**src/rtl/key_matrix_scan.sv**
```systemverilog
// key_matrix_scan: scans a ROWS x COLS push-button matrix one row at a time.
// Each key is debounced over whole scan frames. The debounced state is
// published as a vector, and each press or release is reported as an event,
// one event per cycle.
module key_matrix_scan #(
  parameter int ROWS           = 6,
  parameter int COLS           = 6,
  parameter int SCAN_DIV       = 1200,
  parameter int DEBOUNCE_SCANS = 4,
  parameter int KW             = $clog2(ROWS*COLS)
) (
  input  logic                 clk,
  input  logic                 rst,
  output logic [ROWS-1:0]      row_drive,
  input  logic [COLS-1:0]      col_sense,
  output logic [ROWS*COLS-1:0] keys,
  output logic                 key_event,
  output logic [KW-1:0]        key_code,
  output logic                 key_pressed,
  output logic                 frame_done
);

  localparam int NK = ROWS * COLS;
  localparam int RW = (ROWS > 1) ? $clog2(ROWS) : 1;
  localparam int DW = $clog2(SCAN_DIV);
  localparam int CW = 4;

  logic [COLS-1:0] r_col_s1, r_col_s2;
  logic            r_run;
  logic [RW-1:0]   r_row;
  logic [DW-1:0]   r_div;
  logic [ROWS-1:0] r_row_drive;
  logic [NK-1:0]   r_raw, r_keys, r_pend;
  logic [CW-1:0]   r_cnt [NK];
  logic            r_frame_done, r_key_event, r_key_pressed;
  logic [KW-1:0]   r_key_code;

  logic            w_row_last, w_sample, w_frame_last;
  logic [RW-1:0]   w_row_next;
  logic [NK-1:0]   w_raw_next, w_keys_next, w_pend_set, w_pend_next, w_clr;
  logic [CW-1:0]   w_cnt_next [NK];
  logic            w_pick;
  logic [KW-1:0]   w_pick_idx;

  assign row_drive   = r_row_drive;
  assign keys        = r_keys;
  assign key_event   = r_key_event;
  assign key_code    = r_key_code;
  assign key_pressed = r_key_pressed;
  assign frame_done  = r_frame_done;

  // Two-flop synchronizer for the asynchronous column lines (idle = pulled high).
  always_ff @(posedge clk) begin
    if (rst) begin
      r_col_s1 <= '1;
      r_col_s2 <= '1;
    end else begin
      r_col_s1 <= col_sense;
      r_col_s2 <= r_col_s1;
    end
  end

  assign w_row_last   = (r_div == DW'(SCAN_DIV - 1));
  assign w_sample     = r_run && w_row_last;
  assign w_frame_last = w_sample && (r_row == RW'(ROWS - 1));
  assign w_row_next   = (r_row == RW'(ROWS - 1)) ? '0 : r_row + RW'(1);

  // Row strobe and divider: r_run marks that row 0 has started after reset.
  always_ff @(posedge clk) begin
    if (rst) begin
      r_run       <= 1'b0;
      r_row       <= '0;
      r_div       <= '0;
      r_row_drive <= '1;
    end else if (!r_run) begin
      r_run       <= 1'b1;
      r_row       <= '0;
      r_div       <= '0;
      r_row_drive <= ~(ROWS'(1));
    end else if (w_row_last) begin
      r_div       <= '0;
      r_row       <= w_row_next;
      r_row_drive <= ~(ROWS'(1) << w_row_next);
    end else begin
      r_div       <= r_div + DW'(1);
    end
  end

  // Raw frame: the current row's inverted columns replace its slot at the end of the row period.
  always_comb begin
    w_raw_next = r_raw;
    for (int r = 0; r < ROWS; r++) begin
      w_raw_next[r*COLS +: COLS] = (w_sample && (r_row == RW'(r))) ? ~r_col_s2
                                                                   : r_raw[r*COLS +: COLS];
    end
  end

  // Frame-end debounce: a key flips after DEBOUNCE_SCANS consecutive disagreeing frames.
  always_comb begin
    w_keys_next = r_keys;
    w_pend_set  = '0;
    for (int i = 0; i < NK; i++) begin
      w_cnt_next[i] = r_cnt[i];
      if (!w_frame_last) begin
        w_cnt_next[i] = r_cnt[i];
      end else if (w_raw_next[i] == r_keys[i]) begin
        w_cnt_next[i] = '0;
      end else if (r_cnt[i] == CW'(DEBOUNCE_SCANS - 1)) begin
        w_keys_next[i] = ~r_keys[i];
        w_cnt_next[i]  = '0;
        w_pend_set[i]  = 1'b1;
      end else begin
        w_cnt_next[i] = r_cnt[i] + CW'(1);
      end
    end
  end

  // Emitter selection: the lowest pending key index goes out first.
  always_comb begin
    w_pick     = |r_pend;
    w_pick_idx = '0;
    for (int i = NK - 1; i >= 0; i--) begin
      w_pick_idx = r_pend[i] ? KW'(i) : w_pick_idx;
    end
    w_clr       = w_pick ? (NK'(1) << w_pick_idx) : '0;
    w_pend_next = (r_pend & ~w_clr) | w_pend_set;
  end

  // Debounce state, raw frame and pending mask registers.
  always_ff @(posedge clk) begin
    if (rst) begin
      r_raw        <= '0;
      r_keys       <= '0;
      r_pend       <= '0;
      r_frame_done <= 1'b0;
      for (int i = 0; i < NK; i++) r_cnt[i] <= '0;
    end else begin
      r_raw        <= w_raw_next;
      r_keys       <= w_keys_next;
      r_pend       <= w_pend_next;
      r_frame_done <= w_frame_last;
      r_cnt        <= w_cnt_next;
    end
  end

  // Event outputs: key_code/key_pressed hold their last values between events.
  always_ff @(posedge clk) begin
    if (rst) begin
      r_key_event   <= 1'b0;
      r_key_code    <= '0;
      r_key_pressed <= 1'b0;
    end else begin
      r_key_event <= w_pick;
      if (w_pick) begin
        r_key_code    <= w_pick_idx;
        r_key_pressed <= r_keys[w_pick_idx];
      end
    end
  end

endmodule

```
**config.mk**
```make
export PLATFORM = sky130hd
export DESIGN_NAME = key_matrix_scan
export DESIGN_NICKNAME = d
export VERILOG_FILES = /design/src/rtl/key_matrix_scan.sv
export SDC_FILE = /design/constraint.sdc
export NUM_CORES = 1
export LEC_CHECK = 0
export BUFFER_PORTS_ARGS = -buffer_cell sky130_fd_sc_hd__buf_2
export CORE_MARGIN = 2
export CORE_UTILIZATION = 30
export DETAILED_ROUTE_END_ITERATION = 7
export PLACE_DENSITY = 0.42
export SLEW_MARGIN = 20
export SYNTH_ARGS = -nofsm -noshare
export SYNTH_HDL_FRONTEND = slang
export SYNTH_SLANG_ARGS = --single-unit
```
**constraint.sdc**
```tcl
create_clock -name clk -period 6.8 [get_ports clk]
set_clock_uncertainty 0.15 [all_clocks]
set_input_delay 1.36 -clock clk [delete_from_list [all_inputs] [get_ports clk]]
set_output_delay 1.36 -clock clk [all_outputs]
set_load 0.05 [all_outputs]
```
==> results of run 1 <==
-- power breakdown --
part / internal, mW / switching, mW / leakage, nW / total [mW]
clock network: 1.26 / 0.767 / 0.626 / 2.02
registers: 1.69 / 0.00353 / 2.32 / 1.70
logic: 0.00928 / 0.0411 / 2.58 / 0.0504
total: 2.96 / 0.811 / 5.53 / 3.77
-- worst paths after layout --
kind | startpoint | endpoint | slack, ps | depth (start not counted)
max | r_div[0] | r_cnt[139] | 2860 | 9
min | r_col_s1[4] | r_col_s2[4] | 260 | 1
max reg2reg | r_div[0] | r_cnt[139] | 2860 | 9
min reg2reg | r_col_s1[4] | r_col_s2[4] | 260 | 1
-- logic make-up after synthesis --
kind of cell / count (synthesis)
buffers and inverters: 105
DFF: 288
adders and majority gates: 38
xor gates and xnor gates: 74
AOI/OAI and AO/OA: 364
and+or+nand+nor: 667
muxes: 47
-- synthesized netlist by cell type, types with 35 or more instances --
cell      count  share of area
clkbuf_1     59          0.016
nor2_1      193          0.054
ha_1         38          0.035
nand2_1     147          0.041
a22oi_1      52          0.029
and2_1       35          0.016
nor3b_1      35          0.019
dfxtp_1     288           0.43
or3_1        37          0.017
o21ai_0      85          0.031
a21oi_1     136          0.050
xnor2_1      42          0.027
nand3_1      53          0.020
mux2i_1      43          0.032
nand4b_1     37          0.024
-- layer usage --
| metal | track usage | up-vias | wire, µm |
|---|---|---|---|
| met5 | 0 | - | 0 |
| met4 | 0.05091 | 0 | 966 |
| met3 | 0.03116 | 53 | 1356 |
| met2 | 0.2518 | 172 | 16690 |
| met1 | 0.2197 | 5383 | 18780 |
| li1 | - | 5733 | - |
-- layout make-up --
type,instances,area (µm²)
multi-input combinational,1190,7358
fill,4659,28860
tap,592,740.7
clock inverter,17,214.0
clock buffer,46,1030
inverter,22,82.58
sequential,288,5766
timing repair buffer,65,364.1
-- metrics by stage --
stage               cell area, µm²  power, mW  cells
finish                       15550      3.769   2220
global route                 15550      3.910   2220
CTS                          15550      3.843   2220
detailed placement           14310      1.785   2157
global placement             14310      1.786   2157
floorplan                    13530      1.765   1583
-- registers in the layout (all words and copies together) (netlist names), 3 cells and up --
signal,cells
keys,36
r_pend,36
r_raw,30
row_drive,6
r_col_s1,6
r_row,3
r_div,11
key_code,6
r_cnt,144
r_col_s2,6
-- worst max-delay path: cells and delay by family, from the launching register on --
kind,cells,cell delay [ps]
AOI/OAI and AO/OA,2,410
adders and majority gates,1,210
buffers and inverters,1,330
DFF,1,360
and+or+nand+nor,5,2300
==> flow_summary_export.csv, run 1 <==
group,metric,value,unit
logic_synthesis,synthSimpleGateAreaFrac,0.2583,
route,dr.pass1.iters,5,
clocking,cts_resized,0,
timing,timing.fmax,254.0,MHz
clocking,clock_latency,540,ps
floorplan,ios,59,
global_routing,grt_max_degree,123,
route,routed_wirelength,37790,µm
layout,mostFrequentLayoutCells,"288 x dfxtp_1, 192 x nor2_1, 147 x nand2_1",
timing,holdWs,261.5,ps
power,p_per_area,242.3,nW/µm²
floorplan,dieArea,46820,µm²
clocking,ctsHoldBuffers,0,
power,p_leak,5.526,nW
logic_synthesis,ys_seq_area_frac,0.4261,
global_routing,grt_pass1_vias,10490,
timing,period_minus_slack,3937,ps
clocking,clk_pin_slew,60,ps
logic_synthesis,synthArstFlopShare,0,
floorplan,dieWidth,216.4,µm
worst_setup_path,crit_path_top_delay_cell,"nor2_4",
worst_setup_path,crit_fanout,58,
clocking,htree_levels,2,
logic_synthesis,synthFlopType,"dfxtp_1",
place,dp_worst_setup_slack,2848,ps
route,drc,0,
timing,setup_tns,0,ps
logic_synthesis,synth_top_family_by_area,"simple AND/OR/NAND/NOR gates",
layout,fin_util,0.3502,
worst_setup_path,cp-start-kind,"register",
logic_synthesis,synth_nets,1629,
timing,setup_ws,2863,ps
global_routing,antenna_found_initial,1,
layout,nNetsFinal,1649,
global_routing,grtUsageTotal,0.1599,
timing,final_hold_viol_count,0,
route,wl_per_cell,17.02,µm
clocking,cts_setup_buffers,0,
timing,drv_slew,0,
power,ir_drop,0.1298,mV
logic_synthesis,synth_fa_ha_area_frac,0.03514,
logic_synthesis,syn_area,13530,µm²
route,drtIter0Drc,682,
clocking,cts.sinks,288,
layout,antenna_cells,0,
route,avgViaCountPerCell,5.109,
timing,setup_viol_count_final,0,
global_routing,grt-ovfl-total,0,
worst_setup_path,cp_data_required_time,7080,ps
clocking,clockRootBuffer,"clkbuf_16",
worst_setup_path,critPathCaptureType,"register",
worst_setup_path,crit_type,"reg2reg",
logic_synthesis,yosysWarnings,0,
outcome,outcome,"finished, final reports clean",
logic_synthesis,synth_compound_area_frac,0.1657,
global_routing,grt_pass1_wl,59420,µm
clocking,cts_made_buffers,36,
timing,relSlewSlack,0.3431,
floorplan,die_h,216.4,µm
logic_synthesis,synth-edff-count,0,
logic_synthesis,synth.distinct_cells,65,
route,ant_nets,0,
worst_setup_path,cp_cell_sequence,"ha_1 -> and4_1 -> and4b_1 -> nand2_2 -> nor2_4 -> buf_12 -> and2_1 -> a41oi_1 -> a311oi_1",
worst_hold_path,hp-class,"reg2reg",
floorplan,rows,77,
timing,worst_pin_slew,985.3,ps
place,dp_hpwl,25000,µm
floorplan,initial_core_util,0.3047,
layout,final_common_cell,"dfxtp_1",
worst_setup_path,critPathMaxStageDelay,810,ps
logic_synthesis,netlist_instances,1583,
job,drv_cap,0,
layout,area_growth,14.95,%
floorplan,coreArea,44410,µm²
route,num_vias,11340,
layout,drive_above_1_share,0.1063,
logic_synthesis,synth_xor_area_frac,0.04790,
clocking,cts_tree,"done",
logic_synthesis,syn_area_per_cell,8.548,µm²
timing,finalCritPeriodShare,0.5790,
place,io_buffers,58,
timing,rsz0062_at_grt,"no",
logic_synthesis,yosys_register_bits,288,
place,place_congestion,0.8268,
clocking,cts_buffer_depth,3,
logic_synthesis,synth_mux_area_frac,0.03514,
worst_setup_path,critPathArrivalTime,4220,ps
(Power assumes the default switching activity.)
==> inputs of run 2 (changes only) <==
--- a/config.mk
+++ b/config.mk
@@ -9,7 +9,7 @@
 export CORE_MARGIN = 2
 export CORE_UTILIZATION = 30
 export DETAILED_ROUTE_END_ITERATION = 7
-export PLACE_DENSITY = 0.42
+export PLACE_DENSITY = 0.43
 export SLEW_MARGIN = 20
 export SYNTH_ARGS = -nofsm -noshare
 export SYNTH_HDL_FRONTEND = slang
==> constraint.sdc (replaced) <==
create_clock -name clk -period 3.4 [get_ports clk]
set_clock_uncertainty 0.15 [all_clocks]
set_input_delay 0.68 -clock clk [delete_from_list [all_inputs] [get_ports clk]]
set_output_delay 0.68 -clock clk [all_outputs]
set_load 0.05 [all_outputs]
==> flow_summary_export.csv, run 2 (same netlist as run 1, synthesis figures left out) <==
group,metric,value,unit
route,drc,0,
clocking,clock_latency,540,ps
layout,regMostFlops,"r_cnt",
worst_setup_path,critPathMaxStageDelay,360,ps
timing,holdWs,176.5,ps
global_routing,grt_pass1_wl,60060,µm
timing,setup_tns,0,ps
place,io_buffers,58,
worst_hold_path,hold_path_startpoint,"col_sense[2]",
timing,timing.fmax,320.3,MHz
route,drtIter0Drc,735,
worst_hold_path,whs_endpoint,"r_col_s1[2]",
timing,drv_slew,0,
floorplan,ios,59,
global_routing,grt-ovfl-total,0,
worst_setup_path,cp_data_required_time,3690,ps
timing,final_hold_viol_count,0,
timing,finalCritPeriodShare,0.9184,
worst_setup_path,rrSetupSlack,280,ps
floorplan,initial_core_util,0.3047,
route,num_vias,11500,
worst_setup_path,timing.rr.end,"r_cnt[83]",
layout,mostFrequentLayoutCells,"288 x dfxtp_1, 192 x nor2_1, 147 x nand2_1",
layout,area_growth,16.04,%
worst_hold_path,hp-class,"in2reg",
clocking,cts.sinks,288,
clocking,htree_levels,2,
place,place_inst,2176,
clocking,clockRootBuffer,"clkbuf_16",
outcome,outcome,"finished, final reports clean",
clocking,ctsHoldBuffers,0,
clocking,cts_buffer_depth,3,
clocking,cts_made_buffers,36,
layout,instances_no_fill,2238,
worst_setup_path,crit_path_top_delay_cell,"dfxtp_1",
timing,period_minus_slack,3123,ps
worst_hold_path,holdPathStages,2,
floorplan,dieArea,46820,µm²
clocking,clk_pin_slew,60,ps
layout,drive_above_1_share,0.1130,
worst_setup_path,cp_cell_sequence,"ha_1 -> and4_1 -> and4b_1 -> nand2_2 -> nor4b_4 -> buf_4 -> mux2i_1 -> xnor2_1 -> and2_1 -> a41oi_1 -> a311oi_1",
route,routed_wirelength,37850,µm
power,p_leak,5.607,nW
power,p_per_area,473.6,nW/µm²
layout,largest_reg_flops,144,
global_routing,grt_pass1_vias,10680,
worst_setup_path,cp-start-kind,"register",
floorplan,dieWidth,216.4,µm
floorplan,coreArea,44410,µm²
timing,setup_ws,277.5,ps
route,wl_per_cell,16.91,µm
route,dr.pass1.iters,5,
timing,relSlewSlack,0.5450,
worst_setup_path,worst-r2r-cell-count,11,
route,avgViaCountPerCell,5.139,
timing,rsz0062_at_grt,"no",
worst_setup_path,reg2reg_from,"r_div[0]",
worst_setup_path,critPathCaptureType,"register",
layout,final_common_cell,"dfxtp_1",
timing,setup_viol_count_final,0,
place,dp_hpwl,25530,µm
global_routing,grt_max_degree,115,
place,place_congestion,0.8380,
timing,worst_pin_slew,682.5,ps
floorplan,die_h,216.4,µm
power,ir_drop,0.3462,mV
place,dp_worst_setup_slack,302.8,ps
global_routing,antenna_found_initial,0,
route,ant_nets,0,
layout,nNetsFinal,1668,
clocking,cts_tree,"done",
floorplan,rows,77,
worst_setup_path,critPathArrivalTime,3410,ps
job,drv_cap,0,
layout,antenna_cells,0,
worst_setup_path,crit_fanout,7,
worst_setup_path,crit_type,"reg2reg",
global_routing,grtUsageTotal,0.1616,
-- run 2: metrics by stage --
| step | instance area, µm² | util | power [mW] |
|---|---|---|---|
| after floorplan | 13530 | - | 3.531 |
| after global placement | 14490 | 0.3261 | 3.577 |
| after detailed placement | 14490 | 0.3261 | 3.576 |
| after CTS | 15700 | 0.3535 | 7.596 |
| after global routing | 15700 | 0.3536 | 7.726 |
| final | 15700 | 0.3536 | 7.437 |
-- run 2: final cells by class --
cell class                      count  area, µm²
Clock buffer                       52       1062
Tap cell                          592      740.7
Timing Repair Buffer               84      544.3
Multi-Input combinational cell   1190       7353
Sequential cell                   288       5766
Clock inverter                     10      153.9
Inverter                           22      82.58
Fill cell                        4554      28710
-- run 2: worst max-delay path, delay by kind of cell (launching register included) --
family                     cells  cell delay (ps)
DFF                            1              360
and+or+nand+nor                5             1230
AOI/OAI and AO/OA              2              410
xor gates and xnor gates       1              170
adders and majority gates      1              210
buffers and inverters          1              220
muxes                          1              270
-- run 2: how the worst max path moves through the flow --
stage               startpoint  slack (ps)  cells past startpoint         to
finish                r_div[0]         280                     11  r_cnt[83]
global route          r_div[0]          40                     11  r_cnt[83]
CTS                   r_div[0]         290                     11  r_cnt[83]
detailed placement    r_div[0]         300                     10  r_cnt[75]
global placement      r_div[0]         360                     10  r_cnt[75]
floorplan             r_div[0]         570                     11  r_cnt[87]
-- run 2: report_power, final --
part           switching (mW)  internal, mW  leakage, nW  total, mW
Sequential            0.00576          3.38         2.32       3.39
Combinational          0.0854        0.0227         2.68      0.108
Clock                    1.47          2.46        0.602       3.94
Total                    1.57          5.87         5.61       7.44
-- run 2: timing repair --
action                                  CTS  global route
setup buffers                             0             0
endpoints found under the setup margin    0             1
gates resized for setup                   0             1
-- run 2: per-layer routing --
layer / wire [µm] / global-route usage / part of all wire / up-vias
met2: 17250 / 0.2608 / 0.46 / 189
met4: 895 / 0.05342 / 0.024 / 0
li1: - / - / - / 5764
met3: 1545 / 0.02737 / 0.041 / 47
met5: 0 / 0 / 0 / -
met1: 18160 / 0.2187 / 0.48 / 5502
